--- src/rtl/alu_mul_sequencer_pkg.sv ---
// Shared definitions for the shift-add multiplier: state encoding, ALU opcodes, data width.
package alu_mul_sequencer_pkg;

  localparam int DATA_WIDTH = 32;

  localparam logic [1:0] ST_IDLE = 2'd0;
  localparam logic [1:0] ST_BUSY = 2'd1;
  localparam logic [1:0] ST_DONE = 2'd2;

  typedef enum logic [1:0] {
    IDLE = ST_IDLE,
    BUSY = ST_BUSY,
    DONE = ST_DONE
  } state_e;

  localparam logic [2:0] ALU_AND = 3'b000;
  localparam logic [2:0] ALU_OR  = 3'b001;
  localparam logic [2:0] ALU_ADD = 3'b010;
  localparam logic [2:0] ALU_SUB = 3'b110;
  localparam logic [2:0] ALU_SLT = 3'b111;

endpackage

--- src/rtl/alu_mul_sequencer_if.sv ---
// Operand request / product response handshake bundle between a requester and the multiplier.
interface alu_mul_sequencer_if #(
  parameter int DATA_WIDTH = 32
);
  logic                      in_valid;
  logic                      in_ready;
  logic [DATA_WIDTH-1:0]     op_a;
  logic [DATA_WIDTH-1:0]     op_b;
  logic                      out_valid;
  logic                      out_ready;
  logic [2*DATA_WIDTH-1:0]   product;

  modport master (
    output in_valid, op_a, op_b, out_ready,
    input  in_ready, out_valid, product
  );

  modport slave (
    input  in_valid, op_a, op_b, out_ready,
    output in_ready, out_valid, product
  );
endinterface

--- src/rtl/alu_mul_sequencer.sv ---
// Unsigned DATA_WIDTH x DATA_WIDTH shift-add multiplier that drives an external combinational ALU.
// Optional feature macro: MUL_EARLY_TERM_EN (stop once the remaining multiplier bits are zero).
module alu_mul_sequencer
  import alu_mul_sequencer_pkg::*;
#(
  parameter int DATA_WIDTH = 32,
  parameter int CNT_W      = 6
) (
  input  logic                  clk,
  input  logic                  rst_n,
  alu_mul_sequencer_if.slave    mul,
  output logic [DATA_WIDTH-1:0] alu_A,
  output logic [DATA_WIDTH-1:0] alu_B,
  output logic [2:0]            alu_op,
  input  logic [DATA_WIDTH-1:0] alu_result,
  input  logic                  alu_carry
);

  state_e                  state_q;
  logic [DATA_WIDTH-1:0]   mcand_q, mplr_q, acc_q, lo_q;
  logic [DATA_WIDTH-1:0]   mplr_d, acc_d, lo_d;
  logic [CNT_W-1:0]        cnt_q, cnt_d;
  logic [2*DATA_WIDTH-1:0] product_q, product_d;
  logic                    in_ready_q, out_valid_q;
  logic                    last_step;
  logic [DATA_WIDTH:0]     sum;

  assign alu_A  = acc_q;
  assign alu_B  = mcand_q;
  assign alu_op = (state_q == BUSY) ? ALU_ADD : ALU_AND;

  assign mul.in_ready  = in_ready_q;
  assign mul.out_valid = out_valid_q;
  assign mul.product   = product_q;

  // One shift-add step: the 33-bit ALU sum (or the unchanged acc) shifts right into {acc,lo}.
  always_comb begin
    sum    = {alu_carry, alu_result};
    acc_d  = {1'b0, acc_q[DATA_WIDTH-1:1]};
    lo_d   = {acc_q[0], lo_q[DATA_WIDTH-1:1]};
    if (mplr_q[0]) begin
      acc_d = sum[DATA_WIDTH:1];
      lo_d  = {sum[0], lo_q[DATA_WIDTH-1:1]};
    end
    mplr_d = mplr_q >> 1;
    cnt_d  = cnt_q + 1'b1;
  end

`ifdef MUL_EARLY_TERM_EN
  logic [CNT_W:0] shamt;

  // Finishing early leaves the partial product only cnt bits into lo; realign it to bit 0.
  always_comb begin
    last_step = (mplr_q == '0) || (mplr_d == '0);
    if (mplr_q == '0) begin
      shamt     = DATA_WIDTH[CNT_W:0] - {1'b0, cnt_q};
      product_d = {acc_q, lo_q} >> shamt;
    end else begin
      shamt     = DATA_WIDTH[CNT_W:0] - {1'b0, cnt_d};
      product_d = {acc_d, lo_d} >> shamt;
    end
  end
`else
  always_comb begin
    last_step = (cnt_q == CNT_W'(DATA_WIDTH - 1));
    product_d = {acc_d, lo_d};
  end
`endif

  always_ff @(posedge clk) begin
    if (!rst_n) begin
      state_q     <= IDLE;
      in_ready_q  <= 1'b1;
      out_valid_q <= 1'b0;
      product_q   <= '0;
      mcand_q     <= '0;
      mplr_q      <= '0;
      acc_q       <= '0;
      lo_q        <= '0;
      cnt_q       <= '0;
    end else begin
      case (state_q)
        IDLE: begin
          if (mul.in_valid) begin
            state_q    <= BUSY;
            in_ready_q <= 1'b0;
            mcand_q    <= mul.op_a;
            mplr_q     <= mul.op_b;
            acc_q      <= '0;
            lo_q       <= '0;
            cnt_q      <= '0;
          end
        end
        BUSY: begin
          acc_q  <= acc_d;
          lo_q   <= lo_d;
          mplr_q <= mplr_d;
          cnt_q  <= cnt_d;
          if (last_step) begin
            state_q     <= DONE;
            out_valid_q <= 1'b1;
            product_q   <= product_d;
          end
        end
        DONE: begin
          if (mul.out_ready) begin
            state_q     <= IDLE;
            out_valid_q <= 1'b0;
            in_ready_q  <= 1'b1;
          end
        end
        default: begin
          state_q     <= IDLE;
          out_valid_q <= 1'b0;
          in_ready_q  <= 1'b1;
        end
      endcase
    end
  end

endmodule

--- src/flat_wrapper.sv ---
// flat-port wrapper written by rule: the top's interface ports become plain ports
module alu_mul_sequencer_flat import alu_mul_sequencer_pkg::*;
#(
  parameter int DATA_WIDTH = 32,
  parameter int CNT_W      = 6
)
  (clk, rst_n, alu_A, alu_B, alu_op, alu_result, alu_carry, mul_in_valid, mul_op_a, mul_op_b, mul_out_ready, mul_in_ready, mul_out_valid, mul_product);
  alu_mul_sequencer_if #(.DATA_WIDTH(DATA_WIDTH)) mul_i ();
  input  logic clk;
  input  logic rst_n;
  output logic [DATA_WIDTH-1:0] alu_A;
  output logic [DATA_WIDTH-1:0] alu_B;
  output logic [2:0] alu_op;
  input  logic [DATA_WIDTH-1:0] alu_result;
  input  logic alu_carry;
  input wire logic [$bits(mul_i.in_valid)-1:0] mul_in_valid;
  input wire logic [$bits(mul_i.op_a)-1:0] mul_op_a;
  input wire logic [$bits(mul_i.op_b)-1:0] mul_op_b;
  input wire logic [$bits(mul_i.out_ready)-1:0] mul_out_ready;
  output wire logic [$bits(mul_i.in_ready)-1:0] mul_in_ready;
  output wire logic [$bits(mul_i.out_valid)-1:0] mul_out_valid;
  output wire logic [$bits(mul_i.product)-1:0] mul_product;
  assign mul_i.in_valid = mul_in_valid;
  assign mul_i.op_a = mul_op_a;
  assign mul_i.op_b = mul_op_b;
  assign mul_i.out_ready = mul_out_ready;
  assign mul_in_ready = mul_i.in_ready;
  assign mul_out_valid = mul_i.out_valid;
  assign mul_product = mul_i.product;
  alu_mul_sequencer #(.DATA_WIDTH(DATA_WIDTH), .CNT_W(CNT_W)) u_core (.clk(clk), .rst_n(rst_n), .mul(mul_i), .alu_A(alu_A), .alu_B(alu_B), .alu_op(alu_op), .alu_result(alu_result), .alu_carry(alu_carry));
endmodule
--- config.mk ---
export PLATFORM = sky130hd
export DESIGN_NAME = alu_mul_sequencer_flat
export DESIGN_NICKNAME = d
export VERILOG_FILES = /design/src/rtl/alu_mul_sequencer_pkg.sv /design/src/rtl/alu_mul_sequencer_if.sv /design/src/rtl/alu_mul_sequencer.sv /design/src/flat_wrapper.sv
export SDC_FILE = /design/constraint.sdc
export NUM_CORES = 1
export LEC_CHECK = 0
export CORE_ASPECT_RATIO = 0.5
export CORE_MARGIN = 3
export CORE_UTILIZATION = 43
export DETAILED_ROUTE_END_ITERATION = 10
export PLACE_DENSITY = 0.78
export SKIP_LAST_GASP = 1
export SLEW_MARGIN = 25
export SYNTH_ARGS = -nofsm -noshare
export SYNTH_HDL_FRONTEND = slang
export SYNTH_SLANG_ARGS = --single-unit
--- constraint.sdc ---
create_clock -name clk -period 1.57 [get_ports clk]
set_input_delay 0.314 -clock clk [delete_from_list [all_inputs] [get_ports clk]]
set_output_delay 0.314 -clock clk [all_outputs]
set_load 0.005 [all_outputs]
==> impl_results.md <==
* Total grt overflow at 0
* Peak supply drop at 0.672 mV
* Sequential share of power at 47.9%
* Power Density at 1010 mW/mm^2
* Clock network fraction of design power at 41.5%
* Util after Layout at 62.5%
* Reported net switching power at 0.00264 W
* Startpoint types: flip-flop
* Switching Share at 23.6%
* Core area at 0.0177 mm^2
* FILL cells at 1522
* Total power at 0.0112 W
* Avg Vias per Cell at 5.38
* Drt drc at 0
* Post-synth ARST share at 0%
* Seq/Total Area, Yosys at 51.1%
* Syn Area/Cell at 8.66 um^2
* Setup crit end kind: output pin
* Initial antenna violation count at 0
* Hold Vio Cnt, Final at 0
* Area grow syn2layout at 40.2%
* Chip height at 102 um
* Commonest non-fill, non-tap cell in the layout: nand2_1
* N_diodes at 0
* DRT Pass-1 Iters at 5
* DIE AREA at 0.0201 mm^2
* Max_cap viols at 0
* Crit path max fanout at 3
* Total GRT Usage at 20.7%
* Post-synth top flop: dfxtp_1
* Seq. cell area at 0.00406 mm^2
* Top Ports at 234
* Crit path time final at 1.54 ns
* Clk sinks at 201
* Clock tree buffer depth at 3
* Root buf cell: clkbuf_16
* Starting Density at 44.6%
* Largest net degree at the start of global routing at 75
* CTS tree: built
* Distinct cells, synth at 38
* Vias at 7297
* Hold-fix buffers at CTS at 0
* Worst Hold Class: in -> reg
* Final wirelength at 22200 um
* Later-pin clock latency in the skew report at 0.50 ns
* EDFF count, synth at 0
* Clock transition at the registers of the reported paths at 0.07 ns
* Post-Syn Area at 0.00788 mm^2
* Global-route wire length before repair at 34700 um
* Final setup fails at 0
* Final Skew at 0.0239 ns
* Initial drt markers at 317
* Critical path type: reg -> out
* Total CTS buffers at 19
* H-tree depth at 1
* Seq cells post-synth at 201
* Count of pins over their slew limit at 0
* Area of the multi-input gates at 0.00343 mm^2
* Post-route clock period utilization at 98.2%
* PortBufs at 231
* WL/cell at 16.4 um
* RSZ-0062 raised after global routing: true
* Commonest non-fill, non-tap cells in the layout: nand2_1, dfxtp_1, dlygate4sd2_1, clkdlybuf4s50_1, nor2_1
* CP Data Arrival Time at 1.23 ns
* Ratio of cells with drive above 1 in the final layout at 12.1%
* YS warnings at 0
* Status: completed
* Final ANT Viol Nets at 0
* Vias in the first global route at 7091
* Combinational share of power at 10.6%
* Fmax at 649 MHz
* Detail Placement HPWL at 14600 um
* Internal power at 0.00853 W
* Num rows at 34
* Die Span X at 197 um
* Placer Congestion at 0.814
* Worst EP required at 1.26 ns
* Cell count after synthesis at 909
* Leak Pwr at 4.53 nW
* Final #Nets at 1211
## stage by stage
step | instances | hold WS (ns) | TNS (ns) | setup WS [ns] | instance area, um^2
2_1_floorplan | 910 | 0.438 | 0 | 0.0226 | 7880
3_3_place_gp | 1318 | 0.437 | -16.53 | -0.245 | 10500
3_5_place_dp | 1318 | 0.446 | -20.73 | -0.302 | 10500
4_1_cts | 1353 | 0.305 | -0.178 | -0.178 | 10900
5_1_grt | 1356 | 0.332 | -0.0620 | -0.0418 | 11000
6_report | 1356 | 0.339 | 0 | 0.0285 | 11000
## flip-flops by register name (all words and copies together) (netlist names)
name                  count
u_core.mul.product       64
u_core.mul.out_valid      1
u_core.mplr_q            32
u_core.alu_B             32
u_core.lo_q              31
u_core.cnt_q              6
u_core.alu_A             32
u_core.state_q            2
u_core.mul.in_ready       1
## what timing repair did
item,CTS,global route
cloned,0,3
setup endpoints to repair,133,68
setup buffers,1,0
gates resized for setup,158,11
## final timing paths
kind | start | end | cells after the start | slack [ns]
worst max register to register | u_core.state_q[1] | u_core.mplr_q[4] | 5 | 0.04
worst min-delay path | rst_n | u_core.mul.in_ready | 3 | 0.34
worst max-delay path | u_core.state_q[1] | alu_op[1] | 3 | 0.03
worst min register to register | u_core.alu_B[8] | u_core.alu_B[8] | 2 | 0.45
## metal layers
metal / routed length [um] / vias to the layer above / part of all wire, % / global-route usage (%)
met4: 675 / 0 / 3.0 / 7.55
met2: 11100 / 210 / 50 / 37.0
met1: 9460 / 3493 / 43 / 25.5
li1: - / 3543 / - / -
met5: 0 / - / 0 / 0
met3: 994 / 51 / 4.5 / 3.52
## final cells by class
cell class,instances,area share [%]
multi-input combinational,619,31.1
clock buffer,27,4.76
inverter,3,0.113
tap,234,2.65
clock inverter,7,0.805
sequential,201,36.8
timing repair buffer,265,23.8
## synthesized netlist by cell type, types with 2 or more instances
library cell / count / area, um^2
clkinv_1: 2 / 7.51
buf_4: 5 / 37.5
o21ai_1: 5 / 25.0
buf_2: 31 / 155
o221ai_1: 31 / 272
buf_1: 2 / 7.51
a22oi_1: 32 / 240
clkbuf_1: 41 / 154
nand2_1: 197 / 739
nand4_1: 32 / 200
o21ai_0: 29 / 145
a31oi_1: 2 / 12.5
buf_6: 8 / 90.1
a21oi_1: 70 / 350
nand2b_1: 2 / 12.5
mux2i_1: 32 / 320
mux2_2: 32 / 360
or3_1: 2 / 12.5
nand3_1: 39 / 195
nor2_1: 97 / 364
dfxtp_1: 201 / 4020
## cell families after synthesis
kind of cell,synth area share [%]
flops,51.1
compound gates,14.0
other cells,0.0476
buf+inv,5.78
simple gates,20.3
fa+ha+maj,0.159
mux,8.64
## worst max-delay path, cell delays in order, from the launching register on
cell	delay (ns)
dfxtp_1	0.40
nand2b_4	0.17
inv_2	0.05
clkbuf_2	0.12
## power by group through the flow
stage	combinational (W)	clock (W)	sequential, W
finish	0.00118	0.00464	0.00535
global route	0.00128	0.00497	0.00536
CTS	0.00118	0.00474	0.00535
detailed placement	0.00122	0	0.00546
global placement	0.00120	0	0.00545
floorplan	0.000613	0	0.00544
(Power assumes the default switching activity.)
